<file path="config.mk">
export PLATFORM = sky130hd
export DESIGN_NAME = font_rom_arbiter
export DESIGN_NICKNAME = d
export VERILOG_FILES = /design/src/rtl/font_rom_arbiter.sv
export SDC_FILE = /design/constraint.sdc
export NUM_CORES = 1
export LEC_CHECK = 0
export BUFFER_PORTS_ARGS = -buffer_cell sky130_fd_sc_hd__buf_2
export CORE_ASPECT_RATIO = 0.75
export CORE_MARGIN = 10
export CORE_UTILIZATION = 50
export CTS_BUF_LIST = sky130_fd_sc_hd__clkbuf_4
export DETAILED_ROUTE_END_ITERATION = 16
export GPL_TIMING_DRIVEN = 1
export MAX_ROUTING_LAYER = met4
export PLACE_DENSITY = 0.86
export SLEW_MARGIN = 20
export SYNTH_ARGS = -nofsm -noshare
export SYNTH_HDL_FRONTEND = slang
export SYNTH_SLANG_ARGS = --single-unit
</file>
<file path="constraint.sdc">
create_clock -name clk -period 1.8 [get_ports clk]
set_clock_uncertainty 0.05 [all_clocks]
set_input_delay 0.54 -clock clk [delete_from_list [all_inputs] [get_ports clk]]
set_output_delay 0.54 -clock clk [all_outputs]
set_load 0.005 [all_outputs]
</file>
<file path="src/rtl/font_rom_arbiter.sv">
// Two-requester arbiter for a shared synchronous digit-font ROM, with a tag pipeline
// that returns each font line to the requester that asked. Optional macro: FONT_ARB_RR_EN.
module font_rom_arbiter #(
   parameter int ROM_LAT = 1,
   parameter int CODE_W  = 4,
   parameter int LINE_W  = 4,
   parameter int DATA_W  = 8
) (
   input  logic                     clk,
   input  logic                     rst,
   input  logic [1:0]               req,
   input  logic [CODE_W-1:0]        code0,
   input  logic [LINE_W-1:0]        line0,
   input  logic [CODE_W-1:0]        code1,
   input  logic [LINE_W-1:0]        line1,
   output logic [1:0]               gnt,
   output logic                     rom_en,
   output logic [CODE_W+LINE_W-1:0] rom_addr,
   input  logic [DATA_W-1:0]        rom_data,
   output logic [1:0]               rvalid,
   output logic [DATA_W-1:0]        rdata
);

   // Handshake: req stays high until the matching one-cycle gnt pulse; results come
   // back as a one-cycle rvalid pulse with no back-pressure, in grant order.

   logic [1:0]        elig;
   logic [1:0]        win;
   logic              win_id;
   logic [CODE_W-1:0] win_code;
   logic [LINE_W-1:0] win_line;
   logic              win_blank;

   // The registered gnt masks its own requester so a held req is not granted twice.
   assign elig = req & ~gnt;

`ifdef FONT_ARB_RR_EN
   logic last_q;

   always_comb begin
      win = elig;
      if (elig == 2'b11)
         win = last_q ? 2'b01 : 2'b10;
   end

   always_ff @(posedge clk) begin
      if (rst)
         last_q <= 1'b1;
      else if (|win)
         last_q <= win[1];
   end
`else
   always_comb begin
      win = {elig[1] & ~elig[0], elig[0]};
   end
`endif

   assign win_id    = win[1];
   assign win_code  = win_id ? code1 : code0;
   assign win_line  = win_id ? line1 : line0;
   assign win_blank = (win_code > CODE_W'(9));

   // Tag stage k describes the grant issued k cycles ago.
   logic [ROM_LAT:0] tag_v;
   logic [ROM_LAT:0] tag_id;
   logic [ROM_LAT:0] tag_blank;

   always_ff @(posedge clk) begin
      if (rst) begin
         gnt       <= 2'b00;
         rom_en    <= 1'b0;
         rom_addr  <= '0;
         tag_v     <= '0;
         tag_id    <= '0;
         tag_blank <= '0;
         rvalid    <= 2'b00;
         rdata     <= '0;
      end else begin
         gnt    <= win;
         rom_en <= (|win) & ~win_blank;
         if (|win)
            rom_addr <= {win_code, win_line};
         tag_v     <= {tag_v[ROM_LAT-1:0],     |win};
         tag_id    <= {tag_id[ROM_LAT-1:0],    win_id};
         tag_blank <= {tag_blank[ROM_LAT-1:0], win_blank};
         rvalid    <= tag_v[ROM_LAT] ? {tag_id[ROM_LAT], ~tag_id[ROM_LAT]} : 2'b00;
         if (tag_v[ROM_LAT])
            rdata <= tag_blank[ROM_LAT] ? '0 : rom_data;
      end
   end

endmodule

</file>
==> summary.md, run 1 <==
| Metric | Value |
|---|---|
| Post-synthesis instance total | 102 |
| Post CTS Setup Buffer Count | 0 |
| Largest area contributor in the synthesized netlist | dfxtp_1 |
| CP Max Fanout | 3 |
| Slew headroom | 77.4% |
| Lkg Pwr | 0.628 nW |
| Clock slew at reported path FFs | 0.14 ns |
| Routed WL | 2410 um |
| Gr ovfl total | 0 |
| Fmax | 708 MHz |
| Final Hold Vio Count | 0 |
| GPL Wtd Cong | 0.721 |
| Sequential area share after synthesis | 51.7% |
| Die footprint | 0.00423 mm2 |
| Net Sw Power | 0.261 mW |
| Fin. max-slew vios | 0 |
| Area Overhead vs Synth | 24.7% |
| Fill cells | 156 |
| Area of the multi-input gates | 427 um2 |
| I/O Pins | 49 |
| Worst path cell trace | buf_2 |
| Worst EP arrival | 0.82 ns |
| Startpoint types | flop |
| Vias per Instance | 5.04 |
| Post-Syn Nets | 130 |
| Gate power share | 15.2% |
| Post-cts resize count | 0 |
| Global-route wire length before repair | 4000 um |
| Unrepaired setup endpoints after global routing | no |
| Clock power frac | 24.1% |
| Yosys cell types | 23 |
| # hold bufs at CTS | 0 |
| TNS Setup | 0 ns |
| Nets | 177 |
| Max incr delay on CP | 0.38 ns |
| Period utilisation layout | 78.5% |
| Initial Util | 55.3% |
| Max capacitance violation total | 0 |
| CTS sink count | 26 |
| Bufs and invs on worst path | 1 |
| Data required, critical path | 1.21 ns |
| Initial antenna violation count | 0 |
| Flops & latches, synth | 26 |
| GRT Util Overall | 11.9% |
| Sequential standard cell area | 520 um2 |
| Drt first pass iters | 2 |
| Hold_ws | 0.372 ns |
| Final core utilization | 69.0% |
| Internal power | 0.773 mW |
| Total CTS buffers | 3 |
| HPWL Detailed | 1960 um |
| Post-route minimum period | 1.41 ns |
| N_diodes | 0 |
| IO Port Bufs | 48 |
| Sequential fraction of design power | 60.7% |
| Largest net degree at the start of global routing | 19 |
| Syn Area/Cell | 9.87 um2 |
| Top post-synthesis cells by area | dfxtp_1 52%, mux2i_1 8.0%, nor2b_1 6.8% |
| Die W | 71.8 um |
| YS warnings | 0 |
| FP Rows | 13 |
| Share of layout cells above drive strength 1 | 37.2% |
| Crit-path slowest cell | dfxtp_1 |
| TritonCTS clock tree | built |
| Slew @ Worst Pin | 0.338 ns |
| Number of global-route vias before repair | 920 |
| Switch share | 25.2% |
| Pwr Density | 823 mW/mm2 |
| Placement-stage cell area | 0.00123 mm2 |
| Hold Crit Class | flop to flop |
| Outcome | finished clean |
| Placeable Area | 0.00182 mm2 |
| Vias | 857 |
| Post-route ant nets | 0 |
| Worst setup path category | flop to primary output |
| Syn Std Cell Area | 0.00101 mm2 |
| # H-tree levels | 1 |
| Synth top area share | 51.7% |
| Clock buffer depth | 2 |
| Cell area after layout | 0.00126 mm2 |
| Endpoints failing setup | 0 |
| Drt wl/cell | 14.1 um |
| Die Span Y | 58.9 um |
| Clk root buf | clkbuf_4 |
| Latest clock arrival within the worst-skew pair | 0.32 ns |
| Crit end category | primary output |
| VDD IR max | 0.759 mV |
| DRT iter0 DRCs | 44 |
| CP top delay family | flip-flops |
| Drt drc | 0 |
## logic make-up after synthesis
| family | count (synthesis) | share of synthesized area [%] |
|---|---|---|
| compound gates | 22 | 13.7 |
| buf+inv | 8 | 5.96 |
| flops | 26 | 51.7 |
| mux | 8 | 7.95 |
| simple gates | 38 | 20.7 |
## power by group through the flow
stage	clock network, mW	registers, mW	logic [mW]
after floorplan	0	0.639	0.0951
after global placement	0	0.639	0.154
after detailed placement	0	0.640	0.160
after CTS	0.251	0.628	0.160
after global routing	0.274	0.633	0.178
final	0.250	0.627	0.157
## layout by cell type (no fill, tap or decap), types with 2 or more instances in the layout
cell,count
nand3b_1,2
o21ai_0,2
mux2i_1,8
nor2b_1,11
a21oi_1,11
nor2_1,16
buf_2,48
nand2b_1,2
clkbuf_4,3
dfxtp_1,26
buf_4,2
a211oi_1,7
## sequential cells by signal, indices dropped and copies added, names as in the netlist
signal	count
rvalid	2
tag_v	2
rom_addr	8
tag_blank	2
rdata	8
tag_id	2
rom_en	1
gnt	1
## layout make-up
type                    instances  area share [%]
clock buffers                   3            1.79
repair buffers                 50            20.3
well taps                      22            2.19
flip-flops and latches         26            41.4
clock inverters                 1           0.299
multi-input cells              68            34.0
## layer usage
metal  GRT usage (%)  wire [um]  vias to the layer above
li1                -          -                      441
met1            13.0        992                      390
met2            19.6       1230                       24
met3            5.36        163                        2
met4            2.48         17                        0
met5               -          0                        -
## synthesized netlist by cell type
cell / number
dfxtp_1: 26
nor2_1: 16
a21oi_1: 11
nor2b_1: 11
mux2i_1: 8
a211oi_1: 7
clkbuf_1: 3
buf_2: 2
nand2b_1: 2
nand3b_1: 2
o21ai_0: 2
a211oi_2: 1
and2b_1: 1
and3b_1: 1
buf_12: 1
buf_4: 1
buf_6: 1
nand2_1: 1
nand2b_4: 1
nor3_1: 1
nor3b_1: 1
o21bai_1: 1
or3_1: 1
## worst paths after layout
check	endpoint	cells after the start	slack (ns)	startpoint
max	gnt[0]	1	0.39	gnt[0]
min	rvalid[0]	1	0.37	tag_id[1]
max reg2reg	rom_addr[7]	4	0.57	gnt[0]
min reg2reg	rvalid[0]	1	0.37	tag_id[1]
## metrics by stage
step                power, mW  cells  worst slack, ns
floorplan               0.734    102            0.542
global placement        0.793    166            0.406
detailed placement      0.800    166            0.347
CTS                      1.04    170            0.371
global route             1.08    170            0.322
finish                   1.03    170            0.388
(Power assumes the default switching activity.)
==> inputs of run 2 (changes only) <==
--- a/config.mk
+++ b/config.mk
@@ -5,15 +5,16 @@
 export SDC_FILE = /design/constraint.sdc
 export NUM_CORES = 1
 export LEC_CHECK = 0
+export ABC_AREA = 1
 export BUFFER_PORTS_ARGS = -buffer_cell sky130_fd_sc_hd__buf_2
 export CORE_ASPECT_RATIO = 0.75
 export CORE_MARGIN = 10
-export CORE_UTILIZATION = 50
+export CORE_UTILIZATION = 47
 export CTS_BUF_LIST = sky130_fd_sc_hd__clkbuf_4
 export DETAILED_ROUTE_END_ITERATION = 16
 export GPL_TIMING_DRIVEN = 1
 export MAX_ROUTING_LAYER = met4
-export PLACE_DENSITY = 0.86
+export PLACE_DENSITY = 0.81
 export SLEW_MARGIN = 20
 export SYNTH_ARGS = -nofsm -noshare
 export SYNTH_HDL_FRONTEND = slang
==> constraint.sdc (replaced) <==
create_clock -name clk -period 1.3 [get_ports clk]
set_clock_uncertainty 0.05 [all_clocks]
set_input_delay 0.39 -clock clk [delete_from_list [all_inputs] [get_ports clk]]
set_output_delay 0.39 -clock clk [all_outputs]
set_load 0.005 [all_outputs]
==> run 2 against run 1 <==
Register-to-register slack lost 0.41 ns. Global-route usage down 0.27 points. Clock-buffer cell count stayed put. Combinational power up 69%. Die area increased by 6.5%. Worst setup slack lost 0.31 ns. Highest routed layer unchanged. Sequential cell count unchanged.
==> summary.md, run 2 <==
| Metric | Value |
|---|---|
| Syn Area/Cell | 8.49 um2 (was 9.87 um2) |
| Startpoint types | flop (unchanged) |
| Area Overhead vs Synth | 29.3% (was 24.7%) |
| CP top delay family | flip-flops (unchanged) |
| Vias | 935 (was 857) |
| Unrepaired setup endpoints after global routing | no (unchanged) |
| Final Hold Vio Count | 0 (unchanged) |
| # H-tree levels | 1 (unchanged) |
| Crit path capture | gnt[0] (unchanged) |
| Bufs and invs on worst path | 1 (unchanged) |
| Drt wl/cell | 12.9 um (was 14.1 um) |
| Post-route minimum period | 1.23 ns |
| GRT Util Overall | 11.6% (was 11.9%) |
| YS warnings | 0 (unchanged) |
| Levels on crit path | 1 (unchanged) |
| Setup WS pre-CTS | 0.0835 ns (was 0.347 ns) |
| I/O Pins | 49 (unchanged) |
| Net Sw Power | 0.386 mW (was 0.261 mW) |
| Worst EP arrival | 0.79 ns (was 0.82 ns) |
| DRT iter0 DRCs | 51 (was 44) |
| CP Max Fanout | 3 (unchanged) |
| Slew @ Worst Pin | 0.309 ns (was 0.338 ns) |
| Vias per Instance | 4.72 (was 5.04) |
| Fill cells | 179 (was 156) |
| Most frequent cells in the layout | 48 x buf_2, 29 x nand2_1, 24 x dfxtp_1, 12 x nor2_1, 10 x o21ai_2 (was 48 x buf_2, 26 x dfxtp_1, 16 x nor2_1, 11 x nor2b_1, 11 x a21oi_1) |
| Top post-synthesis cells by area | dfxtp_1 50%, nand2_1 11%, o21ai_2 8.5% (was dfxtp_1 52%, mux2i_1 8.0%, nor2b_1 6.8%) |
| Internal power | 1.08 mW (was 0.773 mW) |
| Area of the multi-input gates | 448 um2 (was 427 um2) |
| Pwr Density | 1090 mW/mm2 (was 823 mW/mm2) |
| Post-Syn Nets | 150 (was 130) |
| Sequential standard cell area | 523 um2 (was 520 um2) |
| Max incr delay on CP | 0.36 ns (was 0.38 ns) |
| Clock slew at reported path FFs | 0.12 ns (was 0.14 ns) |
| Synth top area share | 50.2% (was 51.7%) |
| Die Span Y | 60.7 um (was 58.9 um) |
| VDD IR max | 0.895 mV (was 0.759 mV) |
| Share of layout cells above drive strength 1 | 48.9% (was 37.2%) |
| CTS sink count | 26 (unchanged) |
| Setup ws final | 0.0729 ns (was 0.388 ns) |
| Number of synthesized flops with an enable pin | 0 (unchanged) |
| N_diodes | 0 (unchanged) |
| Clock buffer depth | 2 (unchanged) |
| Synth top cells by count | 29 x nand2_1, 26 x dfxtp_1, 12 x nor2_1, 10 x o21ai_2, 9 x inv_1 (was 26 x dfxtp_1, 16 x nor2_1, 11 x a21oi_1, 11 x nor2b_1, 8 x mux2i_1) |
| R2r setup slk | 0.16 ns (was 0.57 ns) |
| Gr ovfl total | 0 (unchanged) |
| Data required, critical path | 0.86 ns (was 1.21 ns) |
| Crit-path slowest cell | dfxtp_2 (was dfxtp_1) |
| Clock power frac | 22.4% (was 24.1%) |
| Outcome | finished clean (unchanged) |
| Max capacitance violation total | 0 (unchanged) |
| Drt first pass iters | 4 (was 2) |
| Initial Util | 50.5% (was 55.3%) |
| GPL Wtd Cong | 0.856 (was 0.721) |
| Placement-stage cell area | 0.00130 mm2 (was 0.00123 mm2) |
| Post-route ant nets | 0 (unchanged) |
| Drt drc | 0 (unchanged) |
| Placeable Area | 0.00205 mm2 (was 0.00182 mm2) |
| # hold bufs at CTS | 0 (unchanged) |
| Nets | 203 (was 177) |
| R2R Path End | rom_en (was rom_addr[7]) |
| Fin. max-slew vios | 0 (unchanged) |
| Initial antenna violation count | 0 (unchanged) |
| Global-route wire length before repair | 4020 um (was 4000 um) |
| Number of global-route vias before repair | 919 (was 920) |
| Period utilisation layout | 94.4% |
| Post-synthesis instance total | 122 (was 102) |
| Slew headroom | 79.4% (was 77.4%) |
| Reg2reg start | tag_id[0] (was gnt[0]) |
| Fmax | 815 MHz |
| Most common cell after layout, fill and taps aside | buf_2 (unchanged) |
| Flops & latches, synth | 26 (unchanged) |
| CP startpoint | gnt[0] (unchanged) |
| Worst path cell trace | buf_2 (unchanged) |
| Lkg Pwr | 0.677 nW (was 0.628 nW) |
| Latest clock arrival within the worst-skew pair | 0.31 ns (was 0.32 ns) |
| Worst r2r path cells | 6 (was 4) |
| Sequential area share after synthesis | 50.2% (was 51.7%) |
| Switch share | 26.3% (was 25.2%) |
| Most common cell in the netlist | nand2_1 (was dfxtp_1) |
| Die W | 74.2 um (was 71.8 um) |
| HPWL Detailed | 2220 um (was 1960 um) |
| Worst setup path category | flop to primary output (unchanged) |
| Total CTS buffers | 3 (unchanged) |
| Ys async rst share | 0% (unchanged) |
| Crit end category | primary output (unchanged) |
| TNS Setup | 0 ns (unchanged) |
| Tot Pwr | 1.46 mW (was 1.03 mW) |
| FP Rows | 14 (was 13) |
| Largest area contributor in the synthesized netlist | dfxtp_1 (unchanged) |
| Main synth FF type | dfxtp_1 (unchanged) |
| TritonCTS clock tree | built (unchanged) |
| Routed WL | 2560 um (was 2410 um) |
| Endpoints failing setup | 0 (unchanged) |
| Gate power share | 18.1% (was 15.2%) |
| Top flop regs | rdata: 8 flops, rom_addr: 8 flops (unchanged) |
| Sequential fraction of design power | 59.5% (was 60.7%) |
| Largest net degree at the start of global routing | 15 (was 19) |
| IO Port Bufs | 48 (unchanged) |
| Hold Crit Class | primary input to flop (was flop to flop) |
| Clk root buf | clkbuf_4 (unchanged) |
| Cell area after layout | 0.00134 mm2 (was 0.00126 mm2) |
| Die footprint | 0.00450 mm2 (was 0.00423 mm2) |
| Syn Std Cell Area | 0.00104 mm2 (was 0.00101 mm2) |
| Yosys cell types | 20 (was 23) |
==> run 2: cell types whose count changed after synthesis, sizes merged, moves of 3 or more <==
| cell | previous run | this run |
|---|---|---|
| nor2b | 11 | 0 |
| mux2i | 8 | 0 |
| nand2 | 1 | 40 |
| o21ai | 2 | 12 |
| clkbuf | 3 | 0 |
| a211oi | 8 | 0 |
| inv | 0 | 12 |
| nand2b | 3 | 0 |
==> run 2: final cells by class <==
class	count	share of cell area, %
sequential	26	39.0
multi-input combinational	81	33.4
timing repair buffer	51	19.6
inverter	12	3.73
tap	24	2.24
clock buffer	3	1.68
clock inverter	1	0.280
==> run 2: logic make-up (layout without fill, tap and decap cells) <==
logic type,count (synthesis),after routing,synth area share [%]
simple gates,60,60,29.1
flops,26,26,50.2
compound gates,21,21,14.1
buf+inv,15,67,6.52
==> run 2: power by group through the flow <==
stage                     registers (mW)  logic (mW)  clock network [mW]
after floorplan                    0.894       0.145                   0
after global placement             0.887       0.259                   0
after detailed placement           0.890       0.266                   0
after CTS                          0.873       0.267               0.342
after global routing               0.878       0.297               0.381
final                              0.872       0.265               0.328
==> run 2: metrics by stage <==
stage | cells | util (%) | hold WS [ns]
3_5_place_dp | 193 | 63.6 | 0.352
3_3_place_gp | 193 | 63.6 | 0.343
2_1_floorplan | 122 | - | 0.338
4_1_cts | 197 | 65.0 | 0.244
5_1_grt | 198 | 65.4 | 0.228
6_report | 198 | 65.4 | 0.254
==> run 2: layer usage <==
metal	vias up	track usage [%]	share of wire [%]
li1	483	-	-
met1	423	11.7	40
met2	25	21.0	54
met3	4	3.59	4.6
met4	0	4.17	1.3
met5	-	-	0
==> run 2: how the worst min path moves through the flow <==
stage | cells past startpoint | slack (ns) | startpoint | to
after floorplan | 2 | 0.34 | tag_blank[0] | tag_blank[1]
after global placement | 2 | 0.34 | tag_v[0] | tag_v[1]
after detailed placement | 2 | 0.35 | tag_blank[0] | tag_blank[1]
after CTS | 3 | 0.24 | rom_data[2] | rdata[2]
after global routing | 3 | 0.23 | rom_data[5] | rdata[5]
final | 3 | 0.25 | rom_data[0] | rdata[0]
==> run 2: timing repair <==
action / CTS / global route
buffers inserted: 0 / 1
setup endpoints to repair: 1 / 2
gates cloned: 0 / 0
resized for setup: 1 / 1
==> run 2: tightest hold or removal path: cells and delay by family <==
family                 cells  cell delay [ns]
buffers and inverters      1             0.09
AND/OR/NAND/NOR            1             0.05
AO/OA/AOI/OAI              1             0.05
==> inputs of run 3 (changes only) <==
--- a/config.mk
+++ b/config.mk
@@ -7,14 +7,16 @@
 export LEC_CHECK = 0
 export ABC_AREA = 1
 export BUFFER_PORTS_ARGS = -buffer_cell sky130_fd_sc_hd__buf_2
+export CELL_PAD_IN_SITES_DETAIL_PLACEMENT = 0
+export CELL_PAD_IN_SITES_GLOBAL_PLACEMENT = 1
 export CORE_ASPECT_RATIO = 0.75
 export CORE_MARGIN = 10
-export CORE_UTILIZATION = 47
+export CORE_UTILIZATION = 33
 export CTS_BUF_LIST = sky130_fd_sc_hd__clkbuf_4
 export DETAILED_ROUTE_END_ITERATION = 16
 export GPL_TIMING_DRIVEN = 1
 export MAX_ROUTING_LAYER = met4
-export PLACE_DENSITY = 0.81
+export PLACE_DENSITY_LB_ADDON = 0.1
 export SLEW_MARGIN = 20
 export SYNTH_ARGS = -nofsm -noshare
 export SYNTH_HDL_FRONTEND = slang
==> run 3 against run 2 <==
Sequential cell count is the same. Die area up 29%. Worst hold slack worse by 0.022 ns. Register-to-register slack lost 0.04 ns. Final cell count up 8.1%. Cell area grew 4.4%. Critical path type unchanged.
==> summary.md, run 3 (same netlist as run 2, synthesis figures left out) <==
| Metric | Value |
|---|---|
| Finished Layout Cells | 214 (was 198) |
| Worst setup path category | flop to primary output (unchanged) |
| VDD IR max | 0.511 mV (was 0.895 mV) |
| Hold path endpoint | rdata[3] (was rdata[0]) |
| Final Hold Vio Count | 0 (unchanged) |
| Fill cells | 316 (was 179) |
| # hold bufs at CTS | 0 (unchanged) |
| GPL Wtd Cong | 0.704 (was 0.856) |
| Post-route ant nets | 0 (unchanged) |
| Setup WS pre-CTS | 0.0745 ns (was 0.0835 ns) |
| Fmax | 797 MHz (was 815 MHz) |
| Outcome | finished clean (unchanged) |
| Largest net degree at the start of global routing | 16 (was 15) |
| Bufs and invs on worst path | 1 (unchanged) |
| Max incr delay on CP | 0.37 ns (was 0.36 ns) |
| Area Overhead vs Synth | 35.0% (was 29.3%) |
| Vias | 917 (was 935) |
| Hold Crit Class | primary input to flop (unchanged) |
| Drt first pass iters | 4 (unchanged) |
| CTS sink count | 26 (unchanged) |
| CP top delay family | flip-flops (unchanged) |
| FP Rows | 17 (was 14) |
| TritonCTS clock tree | built (unchanged) |
| Endpoints failing setup | 0 (unchanged) |
| CP startpoint | gnt[0] (unchanged) |
| Nets | 205 (was 203) |
| Die W | 84.7 um (was 74.2 um) |
| Initial Util | 34.8% (was 50.5%) |
| Initial antenna violation count | 0 (unchanged) |
| IO Port Bufs | 48 (unchanged) |
| Placement-stage cell area | 0.00133 mm2 (was 0.00130 mm2) |
| I/O Pins | 49 (unchanged) |
| Routed WL | 2610 um (was 2560 um) |
| Worst EP arrival | 0.81 ns (was 0.79 ns) |
| Drt wl/cell | 12.2 um (was 12.9 um) |
| Most frequent cells in the layout | 48 x buf_2, 29 x nand2_1, 24 x dfxtp_1, 12 x nor2_1, 10 x o21ai_2 (unchanged) |
| Data required, critical path | 0.86 ns (about the same) |
| Gr ovfl total | 0 (unchanged) |
| Drt drc | 0 (unchanged) |
| Lkg Pwr | 0.699 nW (was 0.677 nW) |
| Worst r2r path cells | 8 (was 6) |
| Post-route minimum period | 1.25 ns (was 1.23 ns) |
| Hold Crit Depth | 3 (unchanged) |
| Pwr Density | 1220 mW/mm2 (was 1090 mW/mm2) |
| Global-route wire length before repair | 4340 um (was 4020 um) |
| Clk root buf | clkbuf_4 (unchanged) |
| Clock slew at reported path FFs | 0.15 ns (was 0.12 ns) |
| Tot Pwr | 1.70 mW (was 1.46 mW) |
| Crit-path slowest cell | dfxtp_2 (unchanged) |
| TNS Setup | 0 ns (unchanged) |
| Clock buffer depth | 2 (unchanged) |
| Min-delay src | rom_data[3] (was rom_data[0]) |
| R2R Path End | rom_addr[0] (was rom_en) |
| Total CTS buffers | 3 (unchanged) |
| Die Span Y | 68.5 um (was 60.7 um) |
| Setup ws final | 0.0454 ns (was 0.0729 ns) |
| Latest clock arrival within the worst-skew pair | 0.33 ns (was 0.31 ns) |
| Reg2reg start | tag_id[0] (unchanged) |
| Cell area after layout | 0.00140 mm2 (was 0.00134 mm2) |
| Inst Count DP | 208 (was 193) |
| GRT Util Overall | 9.59% (was 11.6%) |
| HPWL Detailed | 2160 um (was 2220 um) |
| R2r setup slk | 0.12 ns (was 0.16 ns) |
| Period utilisation layout | 96.5% (was 94.4%) |
| Die footprint | 0.00580 mm2 (was 0.00450 mm2) |
| Crit end category | primary output (unchanged) |
| Most common cell after layout, fill and taps aside | buf_2 (unchanged) |
| CP Max Fanout | 3 (unchanged) |
| Fin. max-slew vios | 0 (unchanged) |
| Worst path cell trace | buf_2 (unchanged) |
| Startpoint types | flop (unchanged) |
| Slew @ Worst Pin | 0.318 ns (was 0.309 ns) |
| DRT iter0 DRCs | 25 (was 51) |
| Placeable Area | 0.00298 mm2 (was 0.00205 mm2) |
| N_diodes | 0 (unchanged) |
| Slew headroom | 78.7% (was 79.4%) |
| Number of global-route vias before repair | 920 (was 919) |
| Unrepaired setup endpoints after global routing | no (unchanged) |
| Share of layout cells above drive strength 1 | 50.0% (was 48.9%) |
| # H-tree levels | 1 (unchanged) |
| Top flop regs | rdata: 8 flops, rom_addr: 8 flops (unchanged) |
| Max capacitance violation total | 0 (unchanged) |
| Vias per Instance | 4.29 (was 4.72) |
run 3: report_power, final:
part	internal [mW]	total (mW)	switching, mW
combinational	0.121	0.268	0.147
sequential	0.849	0.870	0.0210
clock	0.312	0.564	0.252
total	1.28	1.70	0.420
run 3: how the worst max path moves through the flow:
stage	slack, ns	depth (start not counted)	to
after floorplan	0.25	6	rom_addr[0]
after global placement	0.11	9	tag_blank[0]
after detailed placement	0.07	9	tag_blank[0]
after CTS	0.004	1	gnt[1]
after global routing	0.0008	1	gnt[0]
final	0.05	1	gnt[0]
run 3: routing by layer:
layer | up-vias | track usage (%) | wire (um)
met4 | 0 | 3.07 | 20
met2 | 30 | 14.4 | 1120
met1 | 399 | 11.3 | 1270
met5 | - | - | 0
met3 | 2 | 4.33 | 198
li1 | 486 | - | -
run 3: through the flow:
stage	hold WS, ns	utilization (%)
3_5_place_dp	0.350	44.6
3_3_place_gp	0.355	44.6
2_1_floorplan	0.338	-
4_1_cts	0.227	46.5
6_report	0.232	47.0
5_1_grt	0.227	47.0
run 3: layout make-up:
class / count / area (um2) / share of cell area (%)
flip-flops and latches: 26 / 523 / 37.4
multi-input cells: 81 / 448 / 32.0
clock inverters: 1 / 30.0 / 2.15
clock buffers: 3 / 22.5 / 1.61
well taps: 38 / 47.5 / 3.40
repair buffers: 53 / 278 / 19.9
inverters: 12 / 50.0 / 3.58
run 3: what timing repair did:
action                                  4_1_cts  5_1_grt
buffers inserted                              0        2
pin swaps                                     0        0
resized for setup                             2        0
endpoints found under the setup margin        2        2
run 3: worst min-delay path: cells and delay by family:
family	cells	cell delay, ns
buffers and inverters	1	0.10
AND/OR/NAND/NOR	1	0.05
AO/OA/AOI/OAI	1	0.05
